--- src/rtl/instr_prefetch_queue.sv ---
// -----------------------------------------------------------------------------
// instr_prefetch_queue
//
// Instruction prefetch stage between a synchronous instruction ROM (1-cycle
// read latency) and the fetch/decode stage of a 10-bit CPU. The block keeps
// the fetch PC, issues at most one ROM read per cycle while the queue has room
// for the word, and captures returned words with their PC in a small FIFO that
// decode pops from the head. A redirect flushes the queue and any in-flight
// word and restarts fetch at the target. Halt freezes issue only.
//
// Parameters
//   DEPTH     queue entries, power of 2 in 2..8
//   RESET_PC  fetch PC loaded on reset
//
// Ports
//   clk          in   clock, all state on posedge
//   rst          in   synchronous active-high reset
//   halted       in   no ROM issue while high
//   redirect     in   taken branch/jump from decode
//   redirect_pc  in   new fetch PC when redirect=1
//   rom_addr     out  ROM address (current fetch PC)
//   rom_en       out  ROM read issued this cycle
//   rom_data     in   ROM data, valid the cycle after rom_en
//   deq_ready    in   decode accepts the head entry this cycle
//   instr_valid  out  head entry valid (queue non-empty)
//   instr_out    out  head instruction (0 while empty)
//   instr_pc     out  PC of head instruction (0 while empty)
//
// Optional build macro PREFETCH_STATS_EN adds:
//   flush_cnt    out  [7:0]  redirects seen, saturating
//   stall_cnt    out  [15:0] cycles with instr_valid=0, not halted, not in
//                            reset; saturating
// -----------------------------------------------------------------------------
module instr_prefetch_queue #(
  parameter int unsigned DEPTH    = 4,
  parameter logic [9:0]  RESET_PC = 10'd0
) (
  input  logic        clk,
  input  logic        rst,
  input  logic        halted,
  input  logic        redirect,
  input  logic [9:0]  redirect_pc,
  output logic [9:0]  rom_addr,
  output logic        rom_en,
  input  logic [9:0]  rom_data,
  input  logic        deq_ready,
  output logic        instr_valid,
  output logic [9:0]  instr_out,
  output logic [9:0]  instr_pc
`ifdef PREFETCH_STATS_EN
  ,
  output logic [7:0]  flush_cnt,
  output logic [15:0] stall_cnt
`endif
);

  localparam int unsigned PW = $clog2(DEPTH);
  localparam int unsigned CW = $clog2(DEPTH + 1);
  localparam logic [CW:0] DEPTH_W = (CW + 1)'(DEPTH);

  typedef struct packed {
    logic [9:0] instr;
    logic [9:0] pc;
  } entry_t;

  entry_t        mem [DEPTH];
  logic [PW-1:0] head;
  logic [PW-1:0] tail;
  logic [CW-1:0] count;
  logic [9:0]    fetch_pc;
  logic [9:0]    issue_pc;
  logic          inflight;

  logic          push;
  logic          pop;
  logic [CW:0]   credits_used;

  // A slot is reserved for the word already in flight, so a read is only
  // issued when the queue can absorb it; capture never has to drop data.
  assign credits_used = {1'b0, count} + {{CW{1'b0}}, inflight};
  assign rom_en       = !rst && !halted && !redirect && (credits_used < DEPTH_W);
  assign rom_addr     = fetch_pc;

  assign instr_valid  = (count != '0);
  assign pop          = instr_valid && deq_ready;
  // The word returning in a redirect cycle belongs to the abandoned path.
  assign push         = inflight && !redirect;

  assign instr_out    = instr_valid ? mem[head].instr : 10'd0;
  assign instr_pc     = instr_valid ? mem[head].pc    : 10'd0;

  // NOTE: sequential state uses non-blocking assignments so every register
  // samples the pre-edge values of its neighbours, independent of block order.
  always_ff @(posedge clk) begin
    if (rst) begin
      fetch_pc <= RESET_PC;
      issue_pc <= RESET_PC;
      inflight <= 1'b0;
      count    <= '0;
      head     <= '0;
      tail     <= '0;
    end else if (redirect) begin
      // A pop in this cycle is subsumed by the flush: head jumps to tail.
      fetch_pc <= redirect_pc;
      inflight <= 1'b0;
      count    <= '0;
      head     <= tail;
    end else begin
      inflight <= rom_en;
      if (rom_en) begin
        issue_pc <= fetch_pc;
        fetch_pc <= fetch_pc + 10'd1;
      end
      if (push) tail <= tail + PW'(1);
      if (pop)  head <= head + PW'(1);
      unique case ({push, pop})
        2'b10:   count <= count + CW'(1);
        2'b01:   count <= count - CW'(1);
        default: count <= count;
      endcase
    end
  end

  // NOTE: the storage array has no reset; its contents are never observed
  // while count is zero because the outputs are gated by instr_valid.
  always_ff @(posedge clk) begin
    if (!rst && push) begin
      mem[tail] <= '{instr: rom_data, pc: issue_pc};
    end
  end

`ifdef PREFETCH_STATS_EN
  always_ff @(posedge clk) begin
    if (rst) begin
      flush_cnt <= '0;
      stall_cnt <= '0;
    end else begin
      if (redirect && (flush_cnt != 8'hFF)) flush_cnt <= flush_cnt + 8'd1;
      if (!instr_valid && !halted && (stall_cnt != 16'hFFFF)) begin
        stall_cnt <= stall_cnt + 16'd1;
      end
    end
  end
`endif

endmodule
--- config.mk ---
export PLATFORM = sky130hd
export DESIGN_NAME = instr_prefetch_queue
export DESIGN_NICKNAME = d
export VERILOG_FILES = /design/src/rtl/instr_prefetch_queue.sv
export SDC_FILE = /design/constraint.sdc
export NUM_CORES = 1
export LEC_CHECK = 0
export CORE_UTILIZATION = 58
export CTS_CLUSTER_SIZE = 25
export DETAILED_ROUTE_END_ITERATION = 8
export PLACE_DENSITY = 0.87
export REMOVE_ABC_BUFFERS = 1
export SETUP_SLACK_MARGIN = 0.05
export SYNTH_ARGS = -nofsm -noshare
export SYNTH_HDL_FRONTEND = slang
export SYNTH_SLANG_ARGS = --single-unit
export TNS_END_PERCENT = 20
--- constraint.sdc ---
create_clock -name clk -period 6.1 [get_ports clk]
set_input_delay 0.915 -clock clk [delete_from_list [all_inputs] [get_ports clk]]
set_output_delay 0.915 -clock clk [all_outputs]
set_load 0.005 [all_outputs]
==> qor.txt, run 1 <==
status -> finished, final reports clean
Synth Flop Type -> edfxtp_1
FF-to-FF path depth -> 9
row count -> 31
WHS Endpoint -> mem[0][3]$_DFFE_PP_
Seq pwr share -> 0.631
crit path time final -> 4453 ps
met3 GRT Util -> 0.03970
syn_area_per_cell -> 14.93 um2
Slew Limit Fails -> 0
FILL cells -> 501
WP buf/inv -> 3
DP Wirelength -> 5369 um
H-tree lvl count -> 3
Pwr Density -> 247.5 nW/um2
Worst path most repeated cell -> clkdlybuf4s50_1
via density per instance -> 5.591
Non-Filler Instances -> 455
area of the die -> 7973 um2
pre-CTS WS -> 1713 ps
Gate power share -> 0.062
nets -> 383
Starting Density -> 0.6060
CP max stage delay -> 760 ps
worst reg2reg startpoint -> count[2]$_SDFFE_PP0P_
CTS sink count -> 110
post-route cell area -> 5234 um2
Synth area leader -> edfxtp_1
global route overflow -> 0
Ant. Diodes -> 0
post-synthesis sequential area ratio -> 0.6795
Arrival @ worst endpoint -> 3540 ps
Hold Path Depth -> 0
hold_sp -> issue_pc[3]$_SDFFE_PP0P_
Critical Path Fanout Max -> 21
Max Fclk -> 224.6 MHz
vias in the first global route -> 2550
placed inst area -> 5055 um2
largest cells by area after synthesis -> edfxtp_1 (54%), dfxtp_1 (14%), mux4_2 (10%), and2_1 (3.0%), nand2_1 (2.8%)
Util after Layout -> 0.7177
Hold Path Class -> flop to flop
maximum vdd drop -> 0.1359 mV
Routed WL -> 8140 um
largest net degree at the start of global routing -> 30
period utilisation layout -> 0.7300
grt peak-use layer -> met2
met2 usage -> 0.3782
count leader, synth -> edfxtp_1
CP top delay family -> buffers and inverters
worst reg2reg setup slack -> 3540 ps
Critical Path RT -> 5180 ps
sw power -> 0.2898 mW
gpl congestion -> 0.8620
clock share of power -> 0.307
Pint -> 1.005 mW
Port Buffers -> 56
CTS Root Cell -> clkbuf_8
Post-synth EDFFs -> 80
Detail Route Antenna Nets -> 0
Clock Pin Slew Worst Setup and Hold Paths -> 100 ps
Post-synth top cells -> edfxtp_1 (80), nand2_1 (33), dfxtp_1 (30), and2_1 (21), mux4_2 (20)
drt wl/cell -> 17.89 um
CP Launch Type -> input pin
Core Region -> 7292 um2
Synth cell types -> 38
Final Hold Fails -> 0
Post CTS Setup Buffer Count -> 0
Slew @ Worst Pin -> 1046 ps
CTS Buf Count -> 9
Die Height -> 89.29 um
CTS tree -> built
first-pass GRT wire length -> 12720 um
met1 Track Usage GR -> 0.2979
YS warnings -> 0
Final Skew -> 15.04 ps
Worst Setup End Kind -> output port
1st-pass router iterations -> 5
post-CTS resize count -> 0
Layout area overhead -> 18.43%
worst setup margin -> 1647 ps
critical path cell sequence -> clkdlybuf4s50_1 > nor4_4 > nand2_2 > inv_1 > clkdlybuf4s50_1
WS Path Type -> input pin to output port
Synth Register Bits -> 110
Switching Fraction -> 0.2238
post-synth top area share -> 0.5436
Final setup violation count -> 0
Pleak -> 1.651 nW
Slew Limit Headroom -> 0.3023
chip width -> 89.29 um
placed cell count -> 439
clock latency on the worst-skew pair -> 360 ps
# IOs -> 57
ys async rst share -> 0
Initial DRC Count -> 173
Setup TNS -> 0 ps
fraction of layout cells with a size suffix above 1 -> 0.1208
Clock Tree Buf Depth -> 2
RR Endpoint -> count[2]$_SDFFE_PP0P_
Post-CTS Hold Buffers -> 0
gr usage total -> 0.2257
max_cap viols -> 0
unrepaired setup endpoints after global routing -> false
initial antenna violation count -> 0
DRC Markers -> 0
Slowest-stage cell, CP -> clkdlybuf4s50_1
Synth Cell Area -> 4419 um2
Gate Count Post-Synth -> 296
via count -> 2544
## final cells by class
cell class	count	area (um2)	area share
Tap cell	99	123.9	0.02367
Clock buffer	9	123.9	0.02367
Clock inverter	7	55.05	0.01052
Timing Repair Buffer	59	583.1	0.1114
Inverter	11	41.29	0.007889
Sequential cell	110	3003	0.5738
Multi-Input combinational cell	160	1304	0.2491
## through the flow
stage	power, mW	hold WS (ps)
2_1_floorplan	0.8674	457.6
3_5_place_dp	0.9143	495.4
6_report	1.295	513.6
5_1_grt	1.346	534.8
3_3_place_gp	0.9116	474.4
4_1_cts	1.305	511.7
## metal layers
metal,vias up,share of wire
met5,-,0
met4,0,0.0070
met3,4,0.049
met2,90,0.51
met1,1227,0.43
li1,1223,-
## how the worst max path moves through the flow
stage,from,to,slack (ps),cells past startpoint
after floorplan,redirect,mem[0][0]$_DFFE_PP_,3300,1
after global routing,redirect,rom_en,1480,5
after detailed placement,redirect,rom_en,1710,5
after global placement,redirect,rom_en,1760,5
after CTS,redirect,rom_en,1700,5
final,redirect,rom_en,1650,5
## cells by family (layout without fill, tap and decap cells)
group / count (synthesis) / after routing / synth area share
muxes: 20 / 20 / 0.1019
DFF: 110 / 110 / 0.6795
adders and majority gates: 7 / 7 / 0.02152
xor gates and xnor gates: 6 / 6 / 0.01189
buffers and inverters: 26 / 86 / 0.02661
AOI/OAI and AO/OA: 38 / 38 / 0.05436
and+or+nand+nor: 89 / 89 / 0.1042
## flip-flops by register name, indices dropped and copies added, names as in the netlist, named ones only
| register | flops |
|---|---|
| mem | 80 |
| inflight | 1 |
| head | 2 |
| tail | 2 |
| issue_pc | 10 |
| rom_addr | 10 |
| count | 3 |
## placed cells by master (no fill, tap or decap), types with 9 or more instances in the layout
| cell | n |
|---|---|
| nor2_1 | 10 |
| inv_1 | 11 |
| dfxtp_1 | 30 |
| and2_1 | 21 |
| clkbuf_8 | 9 |
| clkdlybuf4s50_1 | 56 |
| nand2_1 | 33 |
| a21oi_1 | 18 |
| mux4_2 | 20 |
| edfxtp_1 | 80 |
## power by group through the flow
stage | combinational, mW | clock, mW | sequential [mW]
global placement | 0.0776 | 0 | 0.834
floorplan | 0.0329 | 0 | 0.834
detailed placement | 0.0798 | 0 | 0.835
global route | 0.0874 | 0.439 | 0.820
CTS | 0.0803 | 0.407 | 0.818
finish | 0.0797 | 0.398 | 0.817
No activity file was read; power rests on OpenSTA's default activity.
==> inputs of run 2 (changes only) <==
CORE_UTILIZATION = 49   (was 58)
PLACE_DENSITY = 0.79   (was 0.87)
clock period = 3.7 ns   (was 6.1 ns; I/O delays follow)
==> run 2 against run 1 <==
Total power increased by 71%. Core utilization decreased by 11 points. Global-route usage down 4.6 points.
==> qor.txt, run 2 (synthesis results as in run 1) <==
maximum vdd drop -> 0.2165 mV (was 0.1359 mV)
Post CTS Setup Buffer Count -> 0 (unchanged)
H-tree lvl count -> 3 (unchanged)
first-pass GRT wire length -> 13080 um (was 12720 um)
area of the die -> 9402 um2 (was 7973 um2)
FILL cells -> 631 (was 501)
Seq pwr share -> 0.606 (was 0.631)
total power -> 2.216 mW (was 1.295 mW)
Final Skew -> 9.249 ps (was 15.04 ps)
Layout area overhead -> 20.36% (was 18.43%)
nets -> 389 (was 383)
fraction of layout cells with a size suffix above 1 -> 0.1354 (was 0.1208)
Setup TNS -> 0 ps (unchanged)
Hold WS -> 504.7 ps (was 513.6 ps)
global route overflow -> 0 (unchanged)
Initial DRC Count -> 127 (was 173)
max_cap viols -> 0 (unchanged)
# IOs -> 57 (unchanged)
Final Hold Fails -> 0 (unchanged)
drt wl/cell -> 17.14 um (was 17.89 um)
initial antenna violation count -> 0 (unchanged)
Largest register FFs -> 80 (unchanged)
1st-pass router iterations -> 5 (unchanged)
gpl congestion -> 0.8404 (was 0.8620)
most frequent cells in the layout -> edfxtp_1 (80), clkdlybuf4s50_1 (56), nand2_1 (33) (unchanged)
Detail Route Antenna Nets -> 0 (unchanged)
Starting Density -> 0.5067 (was 0.6060)
WS Path Type -> input pin to output port (unchanged)
Largest Register -> mem (unchanged)
Worst Setup End Kind -> output port (unchanged)
Slew @ Worst Pin -> 746.8 ps (was 1046 ps)
Max Fclk -> 351.8 MHz
Clock Tree Buf Depth -> 2 (unchanged)
unrepaired setup endpoints after global routing -> false (unchanged)
Routed WL -> 8058 um (was 8140 um)
Arrival @ worst endpoint -> 2290 ps (was 3540 ps)
clock latency on the worst-skew pair -> 360 ps (about the same)
gr usage total -> 0.1800 (was 0.2257)
CTS Buf Count -> 9 (unchanged)
most common cell after layout, fill and taps aside -> edfxtp_1 (unchanged)
worst setup margin -> 857.7 ps (was 1647 ps)
Ant. Diodes -> 0 (unchanged)
Hold Path Class -> flop to flop (unchanged)
status -> finished, final reports clean (unchanged)
Core Region -> 8721 um2 (was 7292 um2)
chip width -> 96.97 um (was 89.29 um)
Pleak -> 1.693 nW (was 1.651 nW)
Pint -> 1.731 mW (was 1.005 mW)
via count -> 2579 (was 2544)
placed inst area -> 5111 um2 (was 5055 um2)
DP Wirelength -> 5153 um (was 5369 um)
via density per instance -> 5.487 (was 5.591)
CTS Root Cell -> clkbuf_8 (unchanged)
Slew Limit Fails -> 0 (unchanged)
pre-CTS WS -> 872.9 ps (was 1713 ps)
period utilisation layout -> 0.7682
CP Launch Type -> input pin (unchanged)
post-CTS resize count -> 0 (unchanged)
sw power -> 0.4853 mW (was 0.2898 mW)
row count -> 34 (was 31)
Port Buffers -> 56 (unchanged)
vias in the first global route -> 2585 (was 2550)
clock share of power -> 0.331 (was 0.307)
Gate power share -> 0.062 (about the same)
DRC Markers -> 0 (unchanged)
Critical Path RT -> 3140 ps (was 5180 ps)
Slew Limit Headroom -> 0.5021 (was 0.3023)
Util after Layout -> 0.6099 (was 0.7177)
placed cell count -> 454 (was 439)
CTS tree -> built (unchanged)
CTS sink count -> 110 (unchanged)
Final setup violation count -> 0 (unchanged)
post-route cell area -> 5319 um2 (was 5234 um2)
Switching Fraction -> 0.2190 (was 0.2238)
Post-CTS Hold Buffers -> 0 (unchanged)
Critical Path Fanout Max -> 21 (unchanged)
Non-Filler Instances -> 470 (was 455)
Die Height -> 96.97 um (was 89.29 um)
Pwr Density -> 416.6 nW/um2 (was 247.5 nW/um2)
Clock Pin Slew Worst Setup and Hold Paths -> 100 ps (about the same)
largest net degree at the start of global routing -> 29 (was 30)
crit path time final -> 2842 ps
[run 2: cell count changes in the layout (fill, tap and decap cells not counted), sizes merged]
cell	delta
clkinv	-1
buf	+6
bufinv	+1
[run 2: final cells by class]
| type | count | area [um2] | area share |
|---|---|---|---|
| multi-input combinational | 160 | 1304 | 0.2451 |
| timing repair buffer | 65 | 628.1 | 0.1181 |
| clock inverter | 7 | 83.83 | 0.01576 |
| sequential | 110 | 3003 | 0.5646 |
| tap | 108 | 135.1 | 0.02541 |
| inverter | 11 | 41.29 | 0.007763 |
| clock buffer | 9 | 123.9 | 0.02329 |
[run 2: final timing paths]
path	start	end	slack, ps	cells past startpoint
min reg2reg	rom_addr[8]$_SDFFE_PP0P_	issue_pc[8]$_SDFFE_PP0P_	500	2
max	redirect	rom_en	860	5
max reg2reg	count[2]$_SDFFE_PP0P_	count[2]$_SDFFE_PP0P_	1150	9
min	rom_addr[8]$_SDFFE_PP0P_	issue_pc[8]$_SDFFE_PP0P_	500	2
[run 2: critical path, stage by stage]
cell and delay (ps):
clkdlybuf4s50_1 460, nor4_4 320, nand2_2 290, inv_1 150, clkdlybuf4s50_1 510
[run 2: power groups by stage]
| stage | registers, mW | clock network, mW | logic [mW] |
|---|---|---|---|
| floorplan | 1.38 | 0 | 0.0543 |
| global placement | 1.37 | 0 | 0.135 |
| CTS | 1.34 | 0.749 | 0.140 |
| finish | 1.34 | 0.734 | 0.138 |
| detailed placement | 1.37 | 0 | 0.139 |
| global route | 1.35 | 0.788 | 0.151 |
[run 2: routing by layer]
metal,GRT usage,wire (um),vias up,share of wire
met2,0.2936,3983,93,0.49
met3,0.05275,476,7,0.059
met4,0.04363,58,0,0.0072
met5,0,0,-,0
li1,-,-,1228,-
met1,0.2387,3540,1251,0.44
